[src/rtl/scan_sequencer_if.sv]
// scan_sequencer_if: control/status bundle between a scan controller and scan_sequencer.
// skip[15:0] is present only when SCAN_SKIP_EN is defined.
interface scan_sequencer_if;
  logic start;
  logic single;
  logic stop;
  logic hold;
`ifdef SCAN_SKIP_EN
  logic [15:0] skip;
`endif
  logic [3:0] sel;
  logic valid;
  logic wrap;
  logic busy;
  logic done;
`ifdef SCAN_SKIP_EN
  modport master(output start, single, stop, hold, skip, input sel, valid, wrap, busy, done);
  modport slave(input start, single, stop, hold, skip, output sel, valid, wrap, busy, done);
`else
  modport master(output start, single, stop, hold, input sel, valid, wrap, busy, done);
  modport slave(input start, single, stop, hold, output sel, valid, wrap, busy, done);
`endif
endinterface

[src/rtl/scan_sequencer.sv]
// scan_sequencer: steps a 4-bit decoder index 0..LAST, holding each for DWELL cycles.
// Define SCAN_SKIP_EN to add a per-index skip mask to the interface.
module scan_sequencer #(
  parameter int DWELL = 4,
  parameter int LAST  = 15
) (
  input logic clk,
  input logic rst_n,
  scan_sequencer_if.slave bus
);
  typedef enum logic [1:0] {IDLE, RUN, HOLD, FINISH} state_t;
  state_t r_state;
  logic [3:0] r_idx;
  logic [7:0] r_cnt;
  logic r_single, r_valid, r_wrap, r_busy, r_done;
  logic [15:0] w_skip;
  logic [3:0] w_first, w_next;
  logic w_has_first, w_has_next;
`ifdef SCAN_SKIP_EN
  assign w_skip = bus.skip;
`else
  assign w_skip = '0;
`endif
  // descending search leaves the lowest qualifying index in each result
  always_comb begin
    w_first = '0;
    w_next = '0;
    w_has_first = 1'b0;
    w_has_next = 1'b0;
    for (int i = LAST; i >= 0; i--) begin
      if (!w_skip[4'(i)]) begin
        w_first = 4'(i);
        w_has_first = 1'b1;
        if (4'(i) > r_idx) begin
          w_next = 4'(i);
          w_has_next = 1'b1;
        end
      end
    end
  end
  assign bus.sel = {r_idx[0], r_idx[1], r_idx[2], r_idx[3]};
  assign bus.valid = r_valid;
  assign bus.wrap = r_wrap;
  assign bus.busy = r_busy;
  assign bus.done = r_done;
  always_ff @(posedge clk) begin
    if (!rst_n) begin
      r_state <= IDLE;
      r_idx <= '0;
      r_cnt <= '0;
      r_single <= 1'b0;
      r_valid <= 1'b0;
      r_wrap <= 1'b0;
      r_busy <= 1'b0;
      r_done <= 1'b0;
    end else begin
      r_wrap <= 1'b0;
      r_done <= 1'b0;
      case (r_state)
        IDLE: if (bus.start && !bus.stop) begin
          r_single <= bus.single;
          r_cnt <= '0;
          if (w_has_first) begin
            r_state <= RUN;
            r_idx <= w_first;
            r_valid <= 1'b1;
            r_busy <= 1'b1;
          end else begin
            r_state <= FINISH;
            r_done <= 1'b1;
          end
        end
        RUN: if (bus.stop) begin
          r_state <= IDLE;
          r_idx <= '0;
          r_cnt <= '0;
          r_valid <= 1'b0;
          r_busy <= 1'b0;
        end else if (bus.hold) begin
          r_state <= HOLD;
          r_valid <= 1'b0;
        end else if (r_cnt == 8'(DWELL - 1)) begin
          r_cnt <= '0;
          if (w_has_next) r_idx <= w_next;
          else if (r_single) begin
            r_state <= FINISH;
            r_idx <= '0;
            r_valid <= 1'b0;
            r_busy <= 1'b0;
            r_done <= 1'b1;
          end else begin
            r_idx <= w_first;
            r_wrap <= 1'b1;
          end
        end else r_cnt <= r_cnt + 8'd1;
        HOLD: if (bus.stop) begin
          r_state <= IDLE;
          r_idx <= '0;
          r_cnt <= '0;
          r_valid <= 1'b0;
          r_busy <= 1'b0;
        end else if (!bus.hold) begin
          r_state <= RUN;
          r_valid <= 1'b1;
        end
        default: r_state <= IDLE;
      endcase
    end
  end
endmodule

[src/flat_wrapper.sv]
// flat-port wrapper written by rule: the top's interface ports become plain ports
module scan_sequencer_flat 
#(
  parameter int DWELL = 4,
  parameter int LAST  = 15
)
  (clk, rst_n, bus_start, bus_single, bus_stop, bus_hold, bus_sel, bus_valid, bus_wrap, bus_busy, bus_done);
  scan_sequencer_if bus_i ();
  input logic clk;
  input logic rst_n;
  input wire logic [$bits(bus_i.start)-1:0] bus_start;
  input wire logic [$bits(bus_i.single)-1:0] bus_single;
  input wire logic [$bits(bus_i.stop)-1:0] bus_stop;
  input wire logic [$bits(bus_i.hold)-1:0] bus_hold;
  output wire logic [$bits(bus_i.sel)-1:0] bus_sel;
  output wire logic [$bits(bus_i.valid)-1:0] bus_valid;
  output wire logic [$bits(bus_i.wrap)-1:0] bus_wrap;
  output wire logic [$bits(bus_i.busy)-1:0] bus_busy;
  output wire logic [$bits(bus_i.done)-1:0] bus_done;
  assign bus_i.start = bus_start;
  assign bus_i.single = bus_single;
  assign bus_i.stop = bus_stop;
  assign bus_i.hold = bus_hold;
  assign bus_sel = bus_i.sel;
  assign bus_valid = bus_i.valid;
  assign bus_wrap = bus_i.wrap;
  assign bus_busy = bus_i.busy;
  assign bus_done = bus_i.done;
  scan_sequencer #(.DWELL(DWELL), .LAST(LAST)) u_core (.clk(clk), .rst_n(rst_n), .bus(bus_i));
endmodule
[config.mk]
export PLATFORM = sky130hd
export DESIGN_NAME = scan_sequencer_flat
export DESIGN_NICKNAME = d
export VERILOG_FILES = /design/src/rtl/scan_sequencer_if.sv /design/src/rtl/scan_sequencer.sv /design/src/flat_wrapper.sv
export SDC_FILE = /design/constraint.sdc
export NUM_CORES = 1
export LEC_CHECK = 0
export CAP_MARGIN = 30
export CORE_UTILIZATION = 45
export CTS_CLUSTER_SIZE = 20
export DETAILED_ROUTE_END_ITERATION = 12
export PLACE_DENSITY = 0.8
export SLEW_MARGIN = 30
export SYNTH_ARGS = -nofsm -noshare
export SYNTH_HDL_FRONTEND = slang
export SYNTH_SLANG_ARGS = --single-unit
[constraint.sdc]
create_clock -name clk -period 2.1 [get_ports clk]
set_clock_uncertainty 0.05 [all_clocks]
set_input_delay 0.42 -clock clk [delete_from_list [all_inputs] [get_ports clk]]
set_output_delay 0.42 -clock clk [all_outputs]
set_load 0.05 [all_outputs]
# Yosys cells after proc, flatten, opt, wreduce, memory -nomap -nowiden
# Index checks and enable logic that the tools add are counted.
[word_totals]
ff_bits = 19
input_bits = 6
out_inout_bits = 8
elab_cells = 97
[op_classes]
addsub = 1
n_lt_le_gt_ge = 8
eq_ne = 13
mux = 53
bitwise = 3
reduce_logical = 11
[ops]
columns = ["cell", "n"]
rows = [
  ["2-to-1 mux 4 bit", 14],
  ["2-to-1 mux 8 bit", 5],
  ["case mux 8 bit (3 select lines)", 1],
  ["2-to-1 mux 1 bit", 21],
  ["greater-than comparator 3 x 4 -> 1 bit (first input constant)", 4],
  ["2-to-1 mux 2 bit", 8],
  ["case mux 4 bit (3 select lines)", 1],
  ["AND reduction 5 bit", 2],
  ["!= test 3 bit (second input constant)", 3],
  ["adder 8 x 1 -> 8 bit (second input constant)", 1],
  ["equality test 8 x 2 -> 1 bit (second input constant)", 1],
  ["greater-than comparator 1 x 4 -> 1 bit (first input constant)", 2],
  ["greater-than comparator 2 x 4 -> 1 bit (first input constant)", 2],
  ["!= test 4 x 3 -> 1 bit (second input constant)", 2],
  ["AND reduction 7 bit", 1],
  ["!= test 3 x 2 -> 1 bit (second input constant)", 2],
  ["case mux 1 bit (3 select lines)", 2],
  ["case mux 2 bit (3 select lines)", 1],
  ["AND reduction 6 bit", 1],
  ["OR reduction 6 bit", 1],
  ["!= test 4 bit (second input constant)", 1],
  ["AND reduction 4 bit", 1],
  ["inverter 1 bit", 3],
  ["nonzero test 3 bit", 1],
  ["other kinds (8)", 8],
]

# Depth between registers and ports, before layout
# Gate-level depths: netlist (run 1).
[logic_depth]
ltp_word = 14
mapped_depth = 7
depth_no_buf = 6

# Least setup slack after synthesis (run 1)
# Ideal clock, no wire load.
[synth_timing]
path_type = "reg2reg"
from = "reg u_core.r_state[0]"
to = "reg u_core.r_cnt[3]"
setup_time_ns = 0.069
arrival_ns = 1.747
required_time_ns = 1.981
path_slack_ns = 0.234
stages_incl_launch_ff = 8
n_path_buf = 1
synth_period_minus_slack_ns = 1.866
path_cell_list = "dfxtp_1 > inv_1 > ha_1 > or2b_4 > o2111ai_2 > buf_6 > or4_4 > a21oi_2"
[synth_via]
elab_chain_len = 3
elab_cells_between_ends = 9
cone_classes = "eq/ne (5); mux (1); reduce/logical (3)"
[synth_rtl]
columns = ["element", "line", "text"]
rows = [
  ["from (decl)", "scan_sequencer.sv:12", "state_t r_state;"],
  ["from (signal assigned)", "scan_sequencer.sv:48", "r_state <= IDLE;"],
  ["from (signal assigned)", "scan_sequencer.sv:64", "r_state <= RUN;"],
  ["from (signal assigned)", "scan_sequencer.sv:69", "r_state <= FINISH;"],
  ["equality test 2 x 1 -> 1 bit (tied with other cells)", "scan_sequencer.sv:59", "case (r_state)"],
  ["!= test 3 bit (no source line) (tied with other cells)", "n/a", ""],
  ["AND reduction 4 bit (no source line)", "n/a", ""],
  ["to (signal assigned)", "scan_sequencer.sv:95", "end else r_cnt <= r_cnt + 8'd1;"],
  ["to (decl)", "scan_sequencer.sv:14", "logic [7:0] r_cnt;"],
]
# Parallel ways exist; a longest one is shown, timed or not.
# A chain may end at the register's enable or synchronous reset.

# Final worst setup path (run 1)
[layout_timing]
from = "reg u_core.r_idx[0]"
to = "out bus_sel[3]"
[layout_rtl]
columns = ["element", "line", "text"]
rows = [
  ["from (decl)", "scan_sequencer.sv:13", "logic [3:0] r_idx;"],
  ["from (signal assigned)", "scan_sequencer.sv:65", "r_idx <= w_first;"],
  ["from (signal assigned)", "scan_sequencer.sv:84", "if (w_has_next) r_idx <= w_next;"],
  ["from (signal assigned)", "scan_sequencer.sv:92", "r_idx <= w_first;"],
  ["to (decl)", "flat_wrapper.sv:15", "output wire logic [$bits(bus_i.sel)-1:0] bus_sel;"],
]
# No word-level cell between the ends.

==> results of run 1 <==
==> state kept, by name, summed over array words and instances (netlist names) <==
register,count
u_core.r_idx,3
u_core.bus.valid,1
u_core.bus.busy,1
u_core.r_state,2
u_core.r_cnt,8
==> stage by stage <==
step	TNS (ps)	hold slack, ps
2_1_floorplan	0	402
3_3_place_gp	-597	411
3_5_place_dp	-908	420
4_1_cts	0	434
5_1_grt	0	463
6_report	0	437
==> worst paths after layout <==
check	from	endpoint	cells past startpoint
setup reg to reg	u_core.r_cnt[0]	u_core.r_cnt[6]	5
setup / recovery	u_core.r_idx[0]	bus_sel[3]	1
hold / removal	u_core.bus.busy	u_core.bus.busy	2
hold reg to reg	u_core.bus.busy	u_core.bus.busy	2
==> final cells by class <==
class / instances / area [um^2] / share of cell area
timing repair buffer: 20 / 173 / 0.153
multi-input combinational: 82 / 564 / 0.500
inverter: 9 / 33.8 / 0.0299
tap: 25 / 31.3 / 0.0277
sequential: 15 / 300 / 0.266
clock buffer: 4 / 26.3 / 0.0233
==> kinds of logic after synthesis <==
family	after synthesis
compound gates	37
mux	1
buf+inv	14
other cells	1
simple gates	36
fa+ha+maj	5
flops	15
==> cell usage in the layout (no fill, tap or decap), types with 2 or more instances in the layout <==
cell	count
o221a_2	2
nand2b_1	2
conb_1	3
buf_4	11
or4_1	3
nor3_1	2
nand3b_1	2
clkdlybuf4s50_1	9
or3_1	2
ha_1	5
o211ai_1	2
clkbuf_4	3
o21ai_0	6
a21oi_1	12
nand2_1	9
dfxtp_1	15
inv_1	9
nand3_1	6
o31ai_1	5
==> report_power, final <==
part / switching (mW) / leakage, nW / internal (mW)
Sequential: 0.00993 / 0.122 / 0.303
Combinational: 0.196 / 0.280 / 0.133
Clock: 0.0997 / 0.0150 / 0.0738
Total: 0.306 / 0.416 / 0.510
==> layer usage <==
metal,up-vias,routed length [um]
li1,442,-
met1,427,937
met2,14,951
met3,2,56
met4,0,21
met5,-,0
==> flow_metrics.py, run 1 <==
metrics = {
    "cts": {
        "cts.sink_count": 15,
        "htree_levels": 1,
        "ctsLongestPathBuffers": 2,
        "clock_latency_ps": 290,
        "clkTransAtPathRegs_ps": 100,
        "cts_tree": "yes",
        "cts_hold_buffers": 0,
        "cts_resized": 0,
        "cts_inserted_buffers": 3,
        "clockRootBuffer": "clkbuf_4",
        "post_cts_buffers": 0,
    },
    "place": {
        "place_inst": 151,
        "place_hpwl_mm": 1.48,
        "place.gp.congestion": 0.869,
        "place_area_um2": 1090,
        "port-buffer-count": 9,
        "pre_cts_slack_ps": -184,
    },
    "logic_synthesis": {
        "synthesis.area_um2": 917,
        "ys.flop_type": "dfxtp_1",
        "synth_top_area_share": 0.327,
        "yosys.area_share.simple": 0.233,
        "ys_types": 40,
        "synth-seq-area-share": 0.327,
        "netlist_top_cells_area": "dfxtp_1 (33%), ha_1 (6.8%), a21oi_1 (6.5%), o31ai_1 (4.1%), inv_1 (3.7%)",
        "synthAdderAreaFrac": 0.0682,
        "synth_edf_count": 0,
        "async_flop_share": 0,
        "yosysTopAreaCell": "dfxtp_1",
        "synthMuxAreaShare": 0.0109,
        "synth_compound_area_frac": 0.278,
        "synth_xor_area_frac": 0,
        "synth-seq-cells": 15,
        "synth_top_family_by_area": "compound AO/OA/AOI/OAI gates",
        "postSynthCellCount": 109,
        "yosysWarnings": 0,
        "synth_most_common_cell": "dfxtp_1",
        "postSynthAreaPerCell_um2": 8.41,
        "synth_common_cells": "dfxtp_1 (15), a21oi_1 (12), inv_1 (9), nand2_1 (9)",
    },
    "floorplanning": {
        "io_pins": 14,
        "row_count": 15,
        "die_h_um": 47.1,
        "die_w_um": 47.1,
        "design.die.area_um2": 2220,
        "initial_core_util": 0.504,
        "core_um2": 1820,
    },
    "critical_path": {
        "path_class": "flop to output port",
        "critPathMaxFanout": 5,
        "critPathMaxStageDelay_ps": 820,
        "critPathLaunchType": "flop",
        "crit_slowest_cell": "clkdlybuf4s50_1",
        "r2r_setup_slack_ps": 180,
        "critPathBufInv": 1,
        "worst_ep_arrival_time_ps": 1500,
        "required_ps": 1630,
        "path_delay_family": "buffers and inverters",
        "cp-end-kind": "output port",
        "path_cells": "clkdlybuf4s50_1",
    },
    "power": {
        "p_per_area_nw_per_um2": 723,
        "p_leak_nw": 0.416,
        "ir_drop_mv": 0.475,
        "p_total_mw": 0.816,
    },
    "sta": {
        "min_period_ps": 1970,
        "fin_ws_ps": 128,
        "rsz0062_at_grt": "no",
        "worst_pin_slew_ps": 550,
        "slew_violations": 0,
        "finalCritPeriodShare": 0.939,
        "fmax_mhz": 507,
        "slew_headroom": 0.632,
        "setup_viol": 0,
        "hold_viol": 0,
    },
    "global_routing": {
        "grt_overflow": 0,
        "grt-busiest-layer": "met2",
        "grt_pass1_wl_mm": 3.13,
        "grtUsageMet3": 0.0462,
        "grt_max_degree": 12,
        "grt_use_met2": 0.336,
        "antenna_found_initial": 0,
        "grt_usage": 0.205,
        "grt_pass1_vias": 756,
        "met1_usage": 0.249,
    },
    "job": {
        "max_cap_viol_count": 0,
    },
    "detailed_routing": {
        "first_pass_iters": 5,
        "wl_per_cell_um": 12.7,
        "ant_nets": 0,
        "routed_wirelength_mm": 1.97,
        "routed_via_density": 5.71,
        "vias": 885,
        "drcViolationCount": 0,
        "drt_iter0_markers": 18,
    },
    "status": {
        "outcome": "complete, no violations",
    },
    "cells_and_area": {
        "fin_util": 0.620,
        "diodes": 0,
        "syn2layout_area_growth_pct": 23.1,
        "fillCellCount": 165,
        "fin_cells": 155,
        "nNetsFinal": 142,
        "fin_area_um2": 1130,
        "drive_gt1_frac": 0.169,
    },
    "worst_hold_path": {
        "hp-class": "flop to flop",
    },
}
No activity file was read; power rests on OpenSTA's default activity.
==> run 2: changes to the inputs <==
--- a/config.mk
+++ b/config.mk
@@ -10,7 +10,6 @@
 export CTS_CLUSTER_SIZE = 20
 export DETAILED_ROUTE_END_ITERATION = 12
 export PLACE_DENSITY = 0.8
-export SLEW_MARGIN = 30
 export SYNTH_ARGS = -nofsm -noshare
 export SYNTH_HDL_FRONTEND = slang
 export SYNTH_SLANG_ARGS = --single-unit
==> results of run 2 <==
Final layout, timing and power as in run 1 (identical DEF).
